==> config.mk <==
export PLATFORM = sky130hd
export DESIGN_NAME = prod_acc
export DESIGN_NICKNAME = d
export VERILOG_FILES = /design/src/rtl/prod_acc.sv
export SDC_FILE = /design/constraint.sdc
export NUM_CORES = 1
export LEC_CHECK = 0
export CAP_MARGIN = 20
export CORE_AREA = 2 2 63 65
export CTS_CLUSTER_SIZE = 20
export DETAILED_ROUTE_END_ITERATION = 8
export DIE_AREA = 0 0 65 67
export PLACE_DENSITY = 0.71
export SKIP_CTS_REPAIR_TIMING = 1
export SLEW_MARGIN = 20
export SYNTH_ARGS = -nofsm -noshare
export SYNTH_HDL_FRONTEND = slang
export SYNTH_SLANG_ARGS = --single-unit
==> constraint.sdc <==
create_clock -name clk -period 7 [get_ports clk]
set_clock_uncertainty 0.1 [all_clocks]
set_input_delay 0.7 -clock clk [delete_from_list [all_inputs] [get_ports clk]]
set_output_delay 0.7 -clock clk [all_outputs]
set_load 0.1 [all_outputs]
==> src/rtl/prod_acc.sv <==
// prod_acc: frame accumulator for signed products from an upstream multiplier.
//
// It accepts LEN products per frame through a valid/ready handshake and adds
// each one into a signed ACC_W-bit accumulator. The accumulator saturates
// instead of wrapping. When the frame is complete, the saturated sum and a
// sticky overflow flag are offered downstream through a second valid/ready
// handshake.
//
// Ports:
//   clk       - single clock; all state changes on the rising edge
//   rst       - synchronous active-high reset
//   P         - signed product from the mul stage, bit_A+bit_B bits
//   in_valid  - P is valid this cycle
//   in_ready  - block accepts P this cycle (high only while accumulating)
//   acc_out   - signed saturated sum; shows the running partial sum while
//               accumulating and the final frame sum while out_valid is high
//   ovf       - saturation happened at least once in the current frame
//   out_valid - acc_out/ovf hold a completed frame result
//   out_ready - downstream takes the result
module prod_acc #(
  parameter int bit_A = 5,
  parameter int bit_B = 7,
  parameter int LEN   = 8,
  parameter int ACC_W = 14
) (
  input  logic                   clk,
  input  logic                   rst,
  input  logic [bit_A+bit_B-1:0] P,
  input  logic                   in_valid,
  output logic                   in_ready,
  output logic [ACC_W-1:0]       acc_out,
  output logic                   ovf,
  output logic                   out_valid,
  input  logic                   out_ready
);

  localparam int PW = bit_A + bit_B;
  localparam int CW = $clog2(LEN);
  localparam logic [CW-1:0] LAST = CW'(LEN - 1);

  typedef enum logic {
    ACC = 1'b0,
    OUT = 1'b1
  } state_t;

  state_t state, next_state;

  logic [CW-1:0]    cnt;
  logic [ACC_W-1:0] acc;
  logic             ovf_q;
  logic [ACC_W:0]   sum;
  logic [ACC_W-1:0] sat_val;
  logic             clip;
  logic             xfer_in;
  logic             xfer_out;

  assign xfer_in  = in_valid && (state == ACC);
  assign xfer_out = out_ready && (state == OUT);

  // State register
  always_ff @(posedge clk) begin
    if (rst) begin
      state <= ACC;
    end else begin
      state <= next_state;
    end
  end

  // Next-state logic: leave ACC on the LEN-th accepted product and
  // return to ACC once downstream takes the result
  always_comb begin
    next_state = state;
    case (state)
      ACC: if (in_valid && (cnt == LAST)) next_state = OUT;
      OUT: if (out_ready) next_state = ACC;
      default: next_state = ACC;
    endcase
  end

  // Handshake outputs depend on state only
  always_comb begin
    in_ready  = 1'b0;
    out_valid = 1'b0;
    case (state)
      ACC: in_ready = 1'b1;
      OUT: out_valid = 1'b1;
      default: in_ready = 1'b1;
    endcase
  end

  // Add one guard bit so that any overflow of the ACC_W-bit range shows up
  // as a disagreement between the two top bits of the sum
  always_comb begin
    sum     = {acc[ACC_W-1], acc} + {{(ACC_W + 1 - PW){P[PW-1]}}, P};
    clip    = 1'b0;
    sat_val = sum[ACC_W-1:0];
    if (sum[ACC_W] != sum[ACC_W-1]) begin
      clip = 1'b1;
      if (sum[ACC_W]) begin
        sat_val = {1'b1, {(ACC_W - 1){1'b0}}};
      end else begin
        sat_val = {1'b0, {(ACC_W - 1){1'b1}}};
      end
    end
  end

  // Datapath: accumulate on accepted products and clear after a result
  // handoff. The counter wraps to 0 on the last product, so it is already
  // clean when the next frame starts.
  always_ff @(posedge clk) begin
    if (rst) begin
      acc   <= '0;
      cnt   <= '0;
      ovf_q <= 1'b0;
    end else if (xfer_in) begin
      acc   <= sat_val;
      ovf_q <= ovf_q | clip;
      cnt   <= (cnt == LAST) ? '0 : cnt + 1'b1;
    end else if (xfer_out) begin
      acc   <= '0;
      cnt   <= '0;
      ovf_q <= 1'b0;
    end
  end

  assign acc_out = acc;
  assign ovf     = ovf_q;

endmodule
==> summary.md <==
| Metric | Value |
|---|---|
| Internal power | 351 uW |
| R2r startpoint | acc_out[8] |
| Area Overhead vs Synth | 24.4% |
| Initial antenna violation count | 0 |
| Sw Pwr | 411 uW |
| #FFs+latches synth | 19 |
| WP data required | 7.02 ns |
| Final Hold Vio Count | 0 |
| Leak Pwr | 0.000752 uW |
| CTS H-tree lvls | 1 |
| RSZ-0062 raised after global routing | false |
| Combinational power share | 0.693 |
| Arrival @ worst endpoint | 3.49 ns |
| N_diodes | 0 |
| Period utilisation layout | 0.496 |
| Nets | 256 |
| Drt wl/cell | 13.2 um |
| GRT Total Usage | 0.178 |
| Tmin final | 3.47 ns |
| Post-synth EDFFs | 0 |
| Pre-antenna DRT Iters | 4 |
| HPWL Detailed | 2610 um |
| Port Buffer Count | 32 |
| Vias | 1469 |
| Crit path max fanout | 14 |
| Max-slew headroom | 0.348 |
| Die Ht | 67 um |
| Cts bufs inserted | 3 |
| Seq pwr share | 0.204 |
| Number of global-route vias before repair | 1378 |
| Hold Path Cell Cnt | 2 |
| I/O pins | 33 |
| Core area | 0.00361 mm^2 |
| Syn nets | 226 |
| Critical Path Source | P[8] |
| Grt total ovfl | 0 |
| Critical setup path kind | primary input to flop |
| Root buf cell | clkbuf_8 |
| Most frequent cells in the layout | clkdlybuf4s50_1, a21oi_1, nand2_1 |
| Mapped Cells | 193 |
| Crit start category | primary input |
| GPL Wtd Cong | 0.793 |
| Register area share after synthesis | 0.239 |
| CTS Sinks | 19 |
| Fillers | 367 |
| Clk_lat worst skew | 0.26 ns |
| # setup viols final | 0 |
| Clk pwr share | 0.103 |
| Antenna Nets Post-Route | 0 |
| Via density | 5.44 |
| Rows | 22 |
| Synthesized area | 0.00159 mm^2 |
| Die W | 65 um |
| Setup TNS | 0 ns |
| R2R cell count | 8 |
| Peak Freq | 0.288 GHz |
| Largest net degree at the start of global routing | 23 |
| Avg Synthesized Cell Area | 8.25 um^2 |
| Min-delay worst type | flop to flop |
| Commonest non-fill, non-tap cell in the layout | clkdlybuf4s50_1 |
| Yosys cell types | 43 |
| Wirelength, routed | 3560 um |
| Synth Flop Type | dfxtp_1 |
| Clock buffer depth | 2 |
| CTS tree | built |
| Final worst setup slack | 3.53 ns |
| Slew at the pin closest to its max-slew limit | 0.976 ns |
| Max Cap Viol | 0 |
| VDD IR max | 0.000198 V |
| Layout cells sized above 1 | 0.108 |
| Syn. warnings | 0 |
| PD cells | 385 mW/mm^2 |
| Reg clk slew, reported paths | 0.08 ns |
| CP Capture Type | flop |
| Slew Viols, Final | 0 |
| Run status | complete, no violations |
| First-pass GRT wire length | 6100 um |
| Switching Share | 0.540 |
| Worst hold start | acc_out[6] |
| DRC | 0 |
| Ys async rst share | 0 |
| Die Area | 0.00436 mm^2 |
| DRT iter0 DRCs | 89 |
| Starting density of the core | 0.441 |
| Place WS | 3.23 ns |
critical path: stages:
cell and delay (ns):
clkdlybuf4s50_1 0.40, ha_1 0.38, a21o_1 0.20, o21ba_4 0.23
o2111ai_1 0.10, a221o_2 0.44, xnor2_2 0.74, a31o_1 0.25
a21oi_1 0.04
through the flow:
stage	hold slack (ns)	area, um^2	std cells	util	power (uW)
final	0.401	1980	270	0.549	762
after CTS	0.402	1980	270	0.549	766
after global routing	0.435	1980	270	0.549	812
after global placement	0.386	1930	266	0.536	683
after floorplan	0.372	1590	193	-	593
after detailed placement	0.390	1930	266	0.536	685
power groups by stage:
stage	combinational, uW	clock, uW	sequential, uW
2_1_floorplan	266	0	328
3_3_place_gp	525	0	157
3_5_place_dp	527	0	158
4_1_cts	529	81.3	156
5_1_grt	567	85.9	160
6_report	528	78.8	155
cells in the mapped netlist (2+ instances only):
cell / instances / share of area
inv_1: 6 / 0.014
ha_1: 16 / 0.13
dfxtp_1: 19 / 0.24
nor3_1: 6 / 0.019
a21oi_2: 3 / 0.017
a221oi_2: 6 / 0.057
clkbuf_1: 5 / 0.012
or2_2: 3 / 0.012
a21oi_1: 24 / 0.075
o21a_1: 3 / 0.014
a21o_1: 2 / 0.0094
xor2_1: 2 / 0.011
o211ai_1: 2 / 0.0094
nand3_1: 6 / 0.019
nand2_1: 23 / 0.054
nor2_1: 18 / 0.042
or3_1: 2 / 0.0079
a211oi_1: 2 / 0.0094
buf_6: 2 / 0.014
a31o_1: 7 / 0.039
o21ai_0: 7 / 0.022
a22oi_1: 2 / 0.0094
xnor2_1: 7 / 0.039
per-layer routing:
metal  wire length, um  GRT usage  up-vias
li1                  -          -      768
met1              1780      0.237      662
met2              1580      0.295       34
met3               149     0.0169        5
met4                57     0.0718        0
met5                 0          0        -
cell families after synthesis:
kind of cell    count (synthesis)  share of synthesized area
buf+inv                        14                     0.0432
compound gates                 69                      0.337
xor+xnor                       10                     0.0598
simple gates                   64                      0.182
fa+ha+maj                      17                      0.138
flops                          19                      0.239
state kept, by name, indices dropped and copies added, names as in the netlist:
register and count:
acc_out 14, cnt 3, ovf 1, state 1
worst paths after layout:
check	slack, ns	to
worst max-delay path	3.53	acc_out[1]
worst min-delay path	0.40	acc_out[6]
worst max register to register	4.05	acc_out[1]
worst min register to register	0.40	acc_out[6]
cell type report:
type	instances	area (um^2)	area share
Multi-Input combinational cell	160	1140	0.577
Sequential cell	19	380	0.192
Timing Repair Buffer	33	328	0.166
Tap cell	48	60.1	0.0303
Clock buffer	3	41.3	0.0209
Inverter	6	22.5	0.0114
Clock inverter	1	5.00	0.00253
Note: power is estimated with default switching activity, not from simulation.
==> RTL edit 1 (config.mk and constraints unchanged) <==
Change the parameter `LEN` from 8 to 4.
--- a/src/rtl/prod_acc.sv
+++ b/src/rtl/prod_acc.sv
@@ -20,7 +20,7 @@
 module prod_acc #(
   parameter int bit_A = 5,
   parameter int bit_B = 7,
-  parameter int LEN   = 8,
+  parameter int LEN   = 4,
   parameter int ACC_W = 14
 ) (
   input  logic                   clk,
Function: changed (a bounded check fails within 10 cycles, from zero or initial values and one cycle with rst high).
==> RTL edit 1 against the unedited design <==
Final cell count down 2.2%; power up 0.21%; worst setup slack better by 0.012 ns; die area unchanged; wire length down 3.2%; combinational power about the same; cell area down 2.0%; area after synthesis down 3.1%; sequential cell count down 1.
==> RTL edit 1: results (changes against the unedited design) <==
Sw Share = 53.5% (-0.48 points)
Post-synth top cells = a21oi_1 (24), nand2_1 (23), dfxtp_1 (18), ha_1 (15), nor2_1 (15)
most common cell in the netlist = a21oi_1
Filler Cell Count = 351 (-4.4%)
global-route met1 utilization = 21.9% (-1.8 points)
met2 usage = 27.3% (-2.2 points)
Leak Pwr = 0.730 nW (-3.0%)
FF-to-FF End = acc_out[2]
GRT Resource Usage Total = 16.6% (-1.2 points)
Wirelength per Cell = 13.1 um (-1.0%)
yosys warns = 0 (unchanged)
Critical Path AT = 3.47 ns (-0.02 ns)
ranking of synthesized cells by area = dfxtp_1 (23%), ha_1 (12%), a21oi_1 (7.8%)
Inst Count DP = 260 (-2.3%)
Final HPWL DP = 2530 um (-3.3%)
Final clock-cell share = 2.84% (+0.50 points)
Worst Hold Launch = acc_out[7]
Synth Flop Type = dfxtp_1
first-pass GRT wire length = 5620 um (-7.8%)
M3 GR Usage = 2.20% (+0.51 points)
total vias in the final route = 1430 (-2.7%)
Worst Hold Path EP = acc_out[7]
met3 wire length = 139 um (-6.7%)
Placement Setup Slack = 3.24 ns (+0.00987 ns)
Gate Count Post-Synth = 187 (-3.1%)
Largest register FFs = 14 (unchanged)
Multi-In Gates = 155 (-3.1%)
DR WL met2 = 1520 um (-3.6%)
Final nets = 249 (-2.7%)
CTS clk-pin slew, worst paths = 0.07 ns
vias in the first global route = 1258 (-8.7%)
WHS = 0.404 ns (+0.00287 ns)
r2r setup slk = 4.06 ns (about the same)
pin count of the biggest net entering global routing = 22 (-4.3%)
layout cells sized above 1 = 11.1% (+0.30 points)
Final non-clock buffer share = 16.9% (+0.34 points)
reg2reg start = acc_out[8]
Routability Congestion = 0.815 (+2.7%)
Syn Nets = 219 (-3.1%)
Clock H-tree levels = 1 (unchanged)
multi-input gate share of total cell area = 57.4% (-0.29 points)
1st-iter DRT viols = 53 (-40%)
Finished Cell Area = 0.00194 mm2 (-2.0%)
VDD IR max = 0.203 mV (+2.4%)
clock buf count = 4 (+1)
WL met1 = 1740 um (-2.1%)
sequential share of the synthesized area = 23.4% (-0.54 points)
outcome = finished, final reports clean
Storage cell area = 360 um2 (-5.3%)
clk sink count = 18 (-1)
relative slew slack = 35.2% (+0.41 points)
Non-Filler Instances = 264 (-2.2%)
drt drc = 0 (unchanged)
bufs w/o clock = 33 (unchanged)
[RTL edit 1: changes by cell type after synthesis, sizes merged]
cell / before / now
a22oi: 2 / 1
a2bb2oi: 1 / 2
a31oi: 1 / 0
dfxtp: 19 / 18
ha: 16 / 15
nor2: 18 / 15
[RTL edit 1: worst max-delay path, stage by stage]
cell             delay, ns
clkdlybuf4s50_1       0.40
ha_1                  0.38
a21o_1                0.21
o21ba_4               0.23
o2111ai_1             0.10
a221o_2               0.44
xnor2_2               0.73
a31o_1                0.24
a21oi_1               0.04
[RTL edit 1: how the worst max path moves through the flow]
stage	start	endpoint	slack, ns	cells past startpoint
floorplan	acc_out[8]	acc_out[10]	3.83	9
global placement	P[8]	acc_out[1]	3.28	9
detailed placement	P[8]	acc_out[7]	3.24	9
CTS	P[8]	acc_out[1]	3.52	9
global route	P[8]	acc_out[1]	3.38	9
finish	P[8]	acc_out[2]	3.54	9
[RTL edit 1: power by group through the flow]
stage / Combinational (W) / Clock, W / Sequential, W
floorplan: 0.000265 / 0 / 0.000322
global placement: 0.000525 / 0 / 0.000151
detailed placement: 0.000527 / 0 / 0.000153
CTS: 0.000529 / 0.0000899 / 0.000150
global route: 0.000565 / 0.0000949 / 0.000154
finish: 0.000527 / 0.0000865 / 0.000150
[RTL edit 1: logic make-up after synthesis]
| family | after synthesis | share of synthesized area (%) |
|---|---|---|
| AND/OR/NAND/NOR | 61 | 18.1 |
| buffers and inverters | 14 | 4.46 |
| XOR/XNOR | 10 | 6.16 |
| flip-flops | 18 | 23.4 |
| AO/OA/AOI/OAI | 68 | 34.5 |
| adder cells (fa/ha/maj) | 16 | 13.5 |
==> RTL edit 2 (same settings) <==
Without the edit above. Make the reset (`rst`) asynchronous in 2 clocked blocks. Comments in the files are not updated.
--- a/src/rtl/prod_acc.sv
+++ b/src/rtl/prod_acc.sv
@@ -58,7 +58,7 @@
   assign xfer_out = out_ready && (state == OUT);
 
   // State register
-  always_ff @(posedge clk) begin
+  always_ff @(posedge clk or posedge rst) begin
     if (rst) begin
       state <= ACC;
     end else begin
@@ -107,7 +107,7 @@
   // Datapath: accumulate on accepted products and clear after a result
   // handoff. The counter wraps to 0 on the last product, so it is already
   // clean when the next frame starts.
-  always_ff @(posedge clk) begin
+  always_ff @(posedge clk or posedge rst) begin
     if (rst) begin
       acc   <= '0;
       cnt   <= '0;
Behaviour: differs if rst is asserted again (counterexample within 4 cycles, from zero or initial values and one cycle with rst high); with rst held inactive, the same outputs for 10 cycles.
==> RTL edit 2 against the unedited design <==
Area after synthesis increased by 2.4%; worst setup slack gained 0.16 ns; cell area increased by 1.8%; count of clock-buffer cells in the layout grew 1; non-clock buffer count is the same; sequential cell count did not move; wire length is 7.0% higher; highest routed layer unchanged.
Power is not shown: default switching activity piles up to over one toggle a cycle in this logic, so the estimate is an artifact.
==> RTL edit 2: results (changes against the unedited design) <==
Critical Path AT = 3.36 ns (-0.13 ns)
Final HPWL DP = 2930 um (+12%)
Multi-input gate area = 0.00107 mm2 (-6.4%)
1st-iter DRT viols = 97 (+9.0%)
port bufs = 32 (unchanged)
CP top delay family = compound AO/OA/AOI/OAI gates
Syn Nets = 207 (-8.4%)
Filler Cell Count = 332 (-9.5%)
mux cell area share after synthesis = 1.92% (+1.9 points)
bufs w/o clock = 33 (unchanged)
ranking of synthesized cells by area = dfrtp_1 (29%), ha_1 (12%), a221o_1 (4.3%)
asr flop ratio synth = 100% (+100 points)
GRT Resource Usage Total = 18.9% (+1.1 points)
r2r setup slk = 4.19 ns (+0.14 ns)
Final nets = 237 (-7.4%)
crit path max fanout = 7 (-7)
Unique masters post-synth = 52 (+21%)
outcome = finished, final reports clean
reg2reg start = acc_out[0]
sequential share of the synthesized area = 29.2% (+5.3 points)
Compound-Gate Fraction of Synth Area = 29.9% (-3.8 points)
Gate Count Post-Synth = 174 (-9.8%)
Worst Tran Pin Value = 0.977 ns (+0.00106 ns)
clock buf count = 4 (+1)
Final clock-cell share = 2.23% (-0.10 points)
Wirelength per Cell = 15.2 um (+15%)
crit share post-route = 47.3% (-2.3 points)
clk sink count = 19 (unchanged)
area of the core = 0.00361 mm2 (unchanged)
Max stage delay on crit path = 0.46 ns (-0.28 ns)
vias in the first global route = 1442 (+4.6%)
Final non-clock buffer share = 16.3% (-0.30 points)
critical path's slowest cell = clkdlybuf4s50_1
CTS Buffer Depth = 2 (unchanged)
initial antenna violation count = 0 (unchanged)
Non-Filler Instances = 251 (-7.0%)
drt via density = 5.83 (+7.1%)
pin count of the biggest net entering global routing = 20 (-13%)
Final Setup Violations = 0 (unchanged)
layout cells sized above 1 = 7.39% (-3.4 points)
Multi-In Gates = 137 (-14%)
Synth Flop Type = dfrtp_1
Critical Path End = acc_out[7]
Inverters = 10 (+4)
Synth Area in XOR/XNOR = 4.83% (-1.1 points)
CTS clk-pin slew, worst paths = 0.08 ns (about the same)
Core Util, Final = 55.9% (+1.0 points)
first-pass GRT wire length = 6440 um (+5.7%)
Routability Congestion = 0.923 (+16%)
crit path launch = P[0]
sequential portion of the cell area = 23.6% (+4.4 points)
Placement Setup Slack = 3.43 ns (+0.200 ns)
Worst Reg-to-Reg Cells = 10 (+2)
Post-synth top cells = dfrtp_1 (19), ha_1 (16), a21oi_1 (11), inv_1 (10), nand2_1 (10)
Synth Area in Adders = 13.5% (-0.33 points)
Root Buffer Master = clkbuf_8
Post-DP Area = 0.00197 mm2 (+1.9%)
## RTL edit 2: cell types whose count changed in the layout (fill, tap and decap cells not counted), sizes merged, moves of 9 or more
cell,unedited run,this run
nor2,18,9
nand2,23,10
a21oi,27,12
dfrtp,0,19
dfxtp,19,0
## RTL edit 2: worst min-delay path by stage
stage,startpoint,slack [ns],endpoint,cells past startpoint
finish,state,0.42,ovf,1
global route,cnt[1],0.44,cnt[1],1
CTS,cnt[1],0.43,cnt[1],1
detailed placement,cnt[1],0.41,cnt[1],1
global placement,cnt[2],0.39,cnt[2],1
floorplan,cnt[2],0.37,cnt[2],1
## RTL edit 2: per-layer routing
metal	track usage (%)	routed length, um	vias up
li1	-	-	723
met1	24.4	1730	705
met2	32.6	1890	31
met3	3.38	158	4
met4	4.79	29	0
met5	0	0	-
